[config.mk]
export PLATFORM = sky130hd
export DESIGN_NAME = morse_key_timer_flat
export DESIGN_NICKNAME = d
export VERILOG_FILES = /design/src/rtl/morse_key_timer_if.sv /design/src/rtl/morse_key_timer.sv /design/src/flat_wrapper.sv
export SDC_FILE = /design/constraint.sdc
export NUM_CORES = 1
export LEC_CHECK = 0
export ABC_CLOCK_PERIOD_IN_PS = 2370
export BUFFER_PORTS_ARGS = -buffer_cell sky130_fd_sc_hd__clkbuf_2
export CELL_PAD_IN_SITES_DETAIL_PLACEMENT = 0
export CELL_PAD_IN_SITES_GLOBAL_PLACEMENT = 1
export CORE_MARGIN = 4
export CORE_UTILIZATION = 30
export DETAILED_ROUTE_END_ITERATION = 6
export PLACE_DENSITY_LB_ADDON = 0.1
export SYNTH_ARGS = -nofsm -noshare
export SYNTH_HDL_FRONTEND = slang
export SYNTH_SLANG_ARGS = --single-unit
[constraint.sdc]
create_clock -name clk -period 2.37 [get_ports clk]
set_clock_uncertainty 0.15 [all_clocks]
set_input_delay 0.3555 -clock clk [delete_from_list [all_inputs] [get_ports clk]]
set_output_delay 0.3555 -clock clk [all_outputs]
set_load 0.1 [all_outputs]
[src/rtl/morse_key_timer_if.sv]
// Symbol-stream bundle between the key front end and its neighbours.
//   key_raw         : raw key level from the outside world (1 = pressed)
//   symbol          : one-cycle code 00 idle, 01 dot, 10 dash, 11 send
//   key_level       : debounced key level
//   symbols_pending : dots/dashes emitted since the last send (saturates at 7)
//   busy            : timer is inside a press or a gap
// slave  = the timer, master = whoever drives the key and consumes symbols.
interface morse_key_timer_if;
    logic       key_raw;
    logic [1:0] symbol;
    logic       key_level;
    logic [2:0] symbols_pending;
    logic       busy;

    modport slave (
        input  key_raw,
        output symbol, key_level, symbols_pending, busy
    );
    modport master (
        output key_raw,
        input  symbol, key_level, symbols_pending, busy
    );
endinterface

[src/rtl/morse_key_timer.sv]
// Morse key timer: synchronizes and debounces a raw telegraph key, times each
// press to classify dot/dash, and times the release gap to issue a send.
// Ports:
//   clk   : system clock, rising edge
//   reset : asynchronous active-low reset
//   bus   : morse_key_timer_if.slave (key_raw in; symbol, key_level,
//           symbols_pending, busy out)
module morse_key_timer #(
    parameter int DEBOUNCE_CYCLES = 16,
    parameter int DASH_CYCLES     = 200,
    parameter int GAP_CYCLES      = 600,
    parameter int CNT_W           = 24
) (
    input  logic               clk,
    input  logic               reset,
    morse_key_timer_if.slave   bus
);
    localparam int DB_W = (DEBOUNCE_CYCLES > 1) ? $clog2(DEBOUNCE_CYCLES) : 1;

    typedef enum logic [1:0] {IDLE, PRESS, GAP} state_t;

    state_t           state_q;
    logic             sync1_q, sync2_q;
    logic [DB_W-1:0]  db_cnt_q;
    logic             key_level_q, level_prev_q;
    logic [CNT_W-1:0] dur_q, gap_q;
    logic [1:0]       symbol_q;
    logic [2:0]       pend_q;

    logic             fall;
    logic [1:0]       press_sym_d;

    assign fall        = level_prev_q & ~key_level_q;
    assign press_sym_d = (dur_q >= CNT_W'(DASH_CYCLES)) ? 2'b10 : 2'b01;

    always_ff @(posedge clk or negedge reset) begin
        if (!reset) begin
            state_q      <= IDLE;
            sync1_q      <= 1'b0;
            sync2_q      <= 1'b0;
            db_cnt_q     <= '0;
            key_level_q  <= 1'b0;
            level_prev_q <= 1'b0;
            dur_q        <= '0;
            gap_q        <= '0;
            symbol_q     <= 2'b00;
            pend_q       <= 3'd0;
        end else begin
            sync1_q      <= bus.key_raw;
            sync2_q      <= sync1_q;
            level_prev_q <= key_level_q;

            // Level flips only after DEBOUNCE_CYCLES consecutive mismatching
            // samples; any agreeing sample restarts the count.
            if (sync2_q != key_level_q) begin
                if (db_cnt_q == DB_W'(DEBOUNCE_CYCLES - 1)) begin
                    key_level_q <= sync2_q;
                    db_cnt_q    <= '0;
                end else begin
                    db_cnt_q <= db_cnt_q + 1'b1;
                end
            end else begin
                db_cnt_q <= '0;
            end

            symbol_q <= 2'b00;

            case (state_q)
                // Level rather than rise starts a press, so a rise that
                // coincided with a send in GAP is still picked up here.
                IDLE: begin
                    if (key_level_q) begin
                        state_q <= PRESS;
                        dur_q   <= CNT_W'(1);
                    end
                end
                PRESS: begin
                    if (fall) begin
                        symbol_q <= press_sym_d;
                        if (pend_q != 3'd7) pend_q <= pend_q + 3'd1;
                        gap_q    <= CNT_W'(1);
                        state_q  <= GAP;
                    end else if (dur_q != '1) begin
                        dur_q <= dur_q + 1'b1;
                    end
                end
                GAP: begin
                    // Threshold is tested first: send wins over a new press.
                    if (gap_q >= CNT_W'(GAP_CYCLES)) begin
                        symbol_q <= 2'b11;
                        pend_q   <= 3'd0;
                        gap_q    <= '0;
                        state_q  <= IDLE;
                    end else if (key_level_q) begin
                        dur_q   <= CNT_W'(1);
                        gap_q   <= '0;
                        state_q <= PRESS;
                    end else begin
                        gap_q <= gap_q + 1'b1;
                    end
                end
                default: state_q <= IDLE;
            endcase
        end
    end

    assign bus.symbol          = symbol_q;
    assign bus.key_level       = key_level_q;
    assign bus.symbols_pending = pend_q;
    assign bus.busy            = (state_q != IDLE);
endmodule

[src/flat_wrapper.sv]
// flat-port wrapper written by rule: the top's interface ports become plain ports
module morse_key_timer_flat 
#(
    parameter int DEBOUNCE_CYCLES = 16,
    parameter int DASH_CYCLES     = 200,
    parameter int GAP_CYCLES      = 600,
    parameter int CNT_W           = 24
)
  (clk, reset, bus_key_raw, bus_symbol, bus_key_level, bus_symbols_pending, bus_busy);
  morse_key_timer_if bus_i ();
  input  logic clk;
  input  logic reset;
  input wire logic [$bits(bus_i.key_raw)-1:0] bus_key_raw;
  output wire logic [$bits(bus_i.symbol)-1:0] bus_symbol;
  output wire logic [$bits(bus_i.key_level)-1:0] bus_key_level;
  output wire logic [$bits(bus_i.symbols_pending)-1:0] bus_symbols_pending;
  output wire logic [$bits(bus_i.busy)-1:0] bus_busy;
  assign bus_i.key_raw = bus_key_raw;
  assign bus_symbol = bus_i.symbol;
  assign bus_key_level = bus_i.key_level;
  assign bus_symbols_pending = bus_i.symbols_pending;
  assign bus_busy = bus_i.busy;
  morse_key_timer #(.DEBOUNCE_CYCLES(DEBOUNCE_CYCLES), .DASH_CYCLES(DASH_CYCLES), .GAP_CYCLES(GAP_CYCLES), .CNT_W(CNT_W)) u_core (.clk(clk), .reset(reset), .bus(bus_i));
endmodule
==> metrics.txt <==
# TYPE chip_impl_metric gauge
chip_impl_metric{name="yosys.cell_types.count",unit=""} 53
chip_impl_metric{name="post-route-worst-setup-slack",unit="ns"} 0.118
chip_impl_metric{name="post_drt_via_cell_ratio",unit=""} 5.41
chip_impl_metric{name="grt_overflow_total",unit=""} 0
chip_impl_metric{name="synth.cell_area",unit="um2"} 3450
chip_impl_metric{name="cts-buffers-inserted",unit=""} 9
chip_impl_metric{name="worst_slew_pin_slew",unit="ns"} 0.676
chip_impl_metric{name="finalWeightedCongestion",unit=""} 0.739
chip_impl_metric{name="timing.reg2reg.setup_slack",unit="ns"} 0.12
chip_impl_metric{name="finalHoldWorstSlack",unit="ns"} 0.202
chip_impl_info{name="synth.largest_area_cell",value="sky130_fd_sc_hd__dfrtp_1"} 1
chip_impl_info{name="critical_path.startpoint",value="u_core.state_q[1]$_DFFE_PN0P_"} 1
chip_impl_info{name="holdCritPathClass",value="reg2reg"} 1
chip_impl_metric{name="relSlewSlack",unit=""} 0.549
chip_impl_metric{name="reg2reg_depth",unit=""} 9
chip_impl_metric{name="die_height",unit="um"} 115
chip_impl_metric{name="power.static_leakage",unit="uW"} 0.00182
chip_impl_info{name="end_kind",value="flop"} 1
chip_impl_metric{name="synth.ff_latch_count",unit=""} 63
chip_impl_metric{name="final.min_clock_period",unit="ns"} 2.25
chip_impl_metric{name="dr.pass1.iters",unit=""} 4
chip_impl_metric{name="power_density",unit="nW/um2"} 573
chip_impl_metric{name="dp_hpwl",unit="um"} 6380
chip_impl_metric{name="first_global_vias",unit=""} 2891
chip_impl_info{name="synth_top_cells_by_area",value="sky130_fd_sc_hd__dfrtp_1, sky130_fd_sc_hd__o31ai_1, sky130_fd_sc_hd__nor2_1, sky130_fd_sc_hd__ha_1, sky130_fd_sc_hd__nor4_1"} 1
chip_impl_metric{name="synth_area_per_cell",unit="um2"} 9.50
chip_impl_metric{name="post_cts.repair.setup_buffers",unit=""} 0
chip_impl_metric{name="worst-endpoint-required",unit="ns"} 2.43
chip_impl_metric{name="achievable-frequency",unit="GHz"} 0.444
chip_impl_metric{name="period_utilisation_layout",unit=""} 0.950
chip_impl_metric{name="start_util",unit=""} 0.313
chip_impl_metric{name="setup_tns",unit="ns"} 0
chip_impl_metric{name="vdd_ir_drop_max",unit="uV"} 476
chip_impl_metric{name="worst-path-max-fanout",unit=""} 18
chip_impl_metric{name="grt_start_max_net_pins",unit=""} 32
chip_impl_metric{name="globalRouteTotalUtil",unit=""} 0.145
chip_impl_metric{name="cts_sinks",unit=""} 63
chip_impl_metric{name="setup_violations",unit=""} 0
chip_impl_metric{name="postSynthCellCount",unit=""} 363
chip_impl_info{name="yosys_most_used_dff",value="sky130_fd_sc_hd__dfrtp_1"} 1
chip_impl_info{name="synth_common_cells",value="sky130_fd_sc_hd__dfrtp_1, sky130_fd_sc_hd__nor2_1, sky130_fd_sc_hd__o31ai_1, sky130_fd_sc_hd__nand2_1, sky130_fd_sc_hd__inv_1"} 1
chip_impl_info{name="setup.worst_path.class",value="reg2reg"} 1
chip_impl_metric{name="report.final.slew_viol_count",unit=""} 0
chip_impl_info{name="ctsRootBufferMaster",value="sky130_fd_sc_hd__clkbuf_16"} 1
chip_impl_metric{name="vias",unit=""} 2982
chip_impl_metric{name="num-fill-cells",unit=""} 1138
chip_impl_info{name="crit-reg2reg-capture",value="u_core.dur_q[12]$_DFFE_PN0P_"} 1
chip_impl_metric{name="ys_seq_area_frac",unit=""} 0.457
chip_impl_info{name="sort_of_element_at_the_start_of_the_critical_path",value="flop"} 1
chip_impl_metric{name="clk_transition_reported_paths",unit="ns"} 0.05
chip_impl_metric{name="hold_path_depth",unit=""} 0
chip_impl_metric{name="final_nets",unit=""} 420
chip_impl_metric{name="flow.area_growth_from_synthesis",unit="%"} 23.7
chip_impl_metric{name="routedWlPerCell",unit="um"} 16.5
chip_impl_metric{name="io_pins",unit=""} 10
chip_impl_info{name="rsz_0062_raised_after_global_routing",value="no"} 1
chip_impl_metric{name="count_of_endpoints_failing_hold_in_the_final_timing_report",unit=""} 0
chip_impl_metric{name="synth_edf_count",unit=""} 0
chip_impl_metric{name="async_reset_ff_frac",unit=""} 1.00
chip_impl_metric{name="timing.max_cap.violations",unit=""} 0
chip_impl_metric{name="yosys.area.top_type_share",unit=""} 0.457
chip_impl_metric{name="maximum_level_of_the_cts_h_tree",unit=""} 3
chip_impl_metric{name="fp.coreArea",unit="um2"} 11000
chip_impl_metric{name="dr.first_iter.drc_count",unit=""} 110
chip_impl_metric{name="drt-total-wl",unit="um"} 9080
chip_impl_info{name="last_element_of_the_critical_path",value="u_core.dur_q[12]$_DFFE_PN0P_"} 1
chip_impl_metric{name="max-clock-path-buffers",unit=""} 2
chip_impl_metric{name="arrival",unit="ns"} 2.31
chip_impl_metric{name="antenna_left",unit=""} 0
chip_impl_metric{name="placementRows",unit=""} 38
chip_impl_metric{name="die-area",unit="um2"} 13300
chip_impl_metric{name="n_antenna_cell",unit=""} 0
chip_impl_metric{name="syn_nets",unit=""} 377
chip_impl_metric{name="antenna_found_initial",unit=""} 0
chip_impl_metric{name="drive_above_1_share",unit=""} 0.185
chip_impl_metric{name="placement.setup.worst_slack",unit="ns"} 0.0753
chip_impl_info{name="yosysMostFrequentCell",value="sky130_fd_sc_hd__dfrtp_1"} 1
chip_impl_metric{name="detail_route.drc_violations",unit=""} 0
chip_impl_info{name="status",value="completed"} 1
chip_impl_metric{name="first_pass_grt_wire_length",unit="um"} 15100
chip_impl_metric{name="die_width",unit="um"} 115
chip_impl_metric{name="io_buffer_count",unit=""} 9
chip_impl_metric{name="insertion_delay",unit="ns"} 0.32
chip_impl_metric{name="synth_warnings",unit=""} 0
chip_impl_info{name="clock_tree_from_tritoncts",value="built"} 1
chip_impl_info{name="r2r_start",value="u_core.state_q[1]$_DFFE_PN0P_"} 1
==> what timing repair did <==
item,4_1_cts,5_1_grt
endpoints found under the hold margin,24,0
setup endpoints to repair,0,10
resized for setup,0,8
hold buffers,2,0
==> layer usage <==
metal / track usage / vias to the layer above / share of wire
met5: 0 / - / 0
met4: 0.0438 / 0 / 0.0089
met3: 0.0337 / 8 / 0.023
met2: 0.223 / 36 / 0.45
met1: 0.204 / 1485 / 0.51
li1: - / 1453 / -
==> registers in the layout, indices dropped and copies added, names as in the netlist <==
signal                      flops
u_core.bus.symbol               2
u_core.gap_q                   24
u_core.db_cnt_q                 4
u_core.sync1_q                  1
u_core.bus.symbols_pending      3
u_core.sync2_q                  1
u_core.bus.key_level            1
u_core.level_prev_q             1
u_core.state_q                  2
u_core.dur_q                   24
==> logic make-up after synthesis <==
logic type / count (synthesis) / share of synthesized area
and+or+nand+nor: 143 / 0.213
AOI/OAI and AO/OA: 100 / 0.215
DFF: 63 / 0.457
buffers and inverters: 35 / 0.0461
adders and majority gates: 11 / 0.0399
xor gates and xnor gates: 8 / 0.0203
muxes: 3 / 0.00907
==> final cells by class <==
type / instances / area, um2 / share of cell area
Tap cell: 140 / 175 / 0.0411
Timing Repair Buffer: 49 / 413 / 0.0969
Clock buffer: 16 / 282 / 0.0660
Sequential cell: 63 / 1580 / 0.370
Multi-Input combinational cell: 265 / 1750 / 0.410
Inverter: 18 / 67.6 / 0.0158
==> layout by cell type, fill, tap and decap left out, types with 4 or more instances in the layout <==
cell type	Yosys	layout
sky130_fd_sc_hd__a21oi_1	15	15
sky130_fd_sc_hd__a31oi_1	10	10
sky130_fd_sc_hd__a41oi_1	7	7
sky130_fd_sc_hd__and4_1	4	4
sky130_fd_sc_hd__buf_12	0	5
sky130_fd_sc_hd__buf_4	0	33
sky130_fd_sc_hd__clkbuf_1	5	4
sky130_fd_sc_hd__clkbuf_16	0	9
sky130_fd_sc_hd__clkbuf_2	0	8
sky130_fd_sc_hd__dfrtp_1	63	62
sky130_fd_sc_hd__ha_1	11	10
sky130_fd_sc_hd__inv_1	18	18
sky130_fd_sc_hd__nand2_1	23	23
sky130_fd_sc_hd__nand3_1	10	10
sky130_fd_sc_hd__nand4_1	9	9
sky130_fd_sc_hd__nor2_1	49	49
sky130_fd_sc_hd__nor3_1	11	11
sky130_fd_sc_hd__nor4_1	15	13
sky130_fd_sc_hd__o21ai_0	12	11
sky130_fd_sc_hd__o31ai_1	28	27
sky130_fd_sc_hd__o41ai_1	7	7
sky130_fd_sc_hd__xnor2_1	6	6
==> per-stage QoR <==
step	utilization	cell area (um2)	power (uW)	std cells
floorplan	-	3450	1150	363
global placement	0.356	3930	1210	533
detailed placement	0.356	3930	1210	533
CTS	0.383	4230	2490	551
global route	0.386	4260	2560	551
finish	0.386	4260	2440	551
==> how the worst min path moves through the flow <==
| stage | slack [ns] | to | start |
|---|---|---|---|
| after global placement | 0.19 | u_core.sync2_q$_DFF_PN0_ | u_core.sync1_q$_DFF_PN0_ |
| after CTS | 0.21 | u_core.sync2_q$_DFF_PN0_ | u_core.sync1_q$_DFF_PN0_ |
| after global routing | 0.21 | u_core.sync2_q$_DFF_PN0_ | u_core.sync1_q$_DFF_PN0_ |
| after floorplan | -0.09 | u_core.bus.key_level$_DFFE_PN0P_ | reset |
| after detailed placement | 0.19 | u_core.sync2_q$_DFF_PN0_ | u_core.sync1_q$_DFF_PN0_ |
| final | 0.20 | u_core.sync2_q$_DFF_PN0_ | u_core.sync1_q$_DFF_PN0_ |
==> power by group <==
group          leakage [uW]  total (uW)  internal (uW)  switching, uW
clock network      0.000137        1250            796            456
logic              0.000813        96.1           36.8           59.3
registers          0.000871        1100           1090           8.27
total               0.00182        2440           1920            523
==> worst max-delay path: stages (launching register included) <==
cell,delay (ns)
sky130_fd_sc_hd__dfrtp_1,0.37
sky130_fd_sc_hd__inv_1,0.09
sky130_fd_sc_hd__ha_2,0.20
sky130_fd_sc_hd__buf_4,0.14
sky130_fd_sc_hd__nand2_1,0.06
sky130_fd_sc_hd__nor2_1,0.05
sky130_fd_sc_hd__a311o_1,0.32
sky130_fd_sc_hd__or2_1,0.25
sky130_fd_sc_hd__buf_12,0.17
sky130_fd_sc_hd__o41ai_1,0.34
Note: power is estimated with default switching activity, not from simulation.
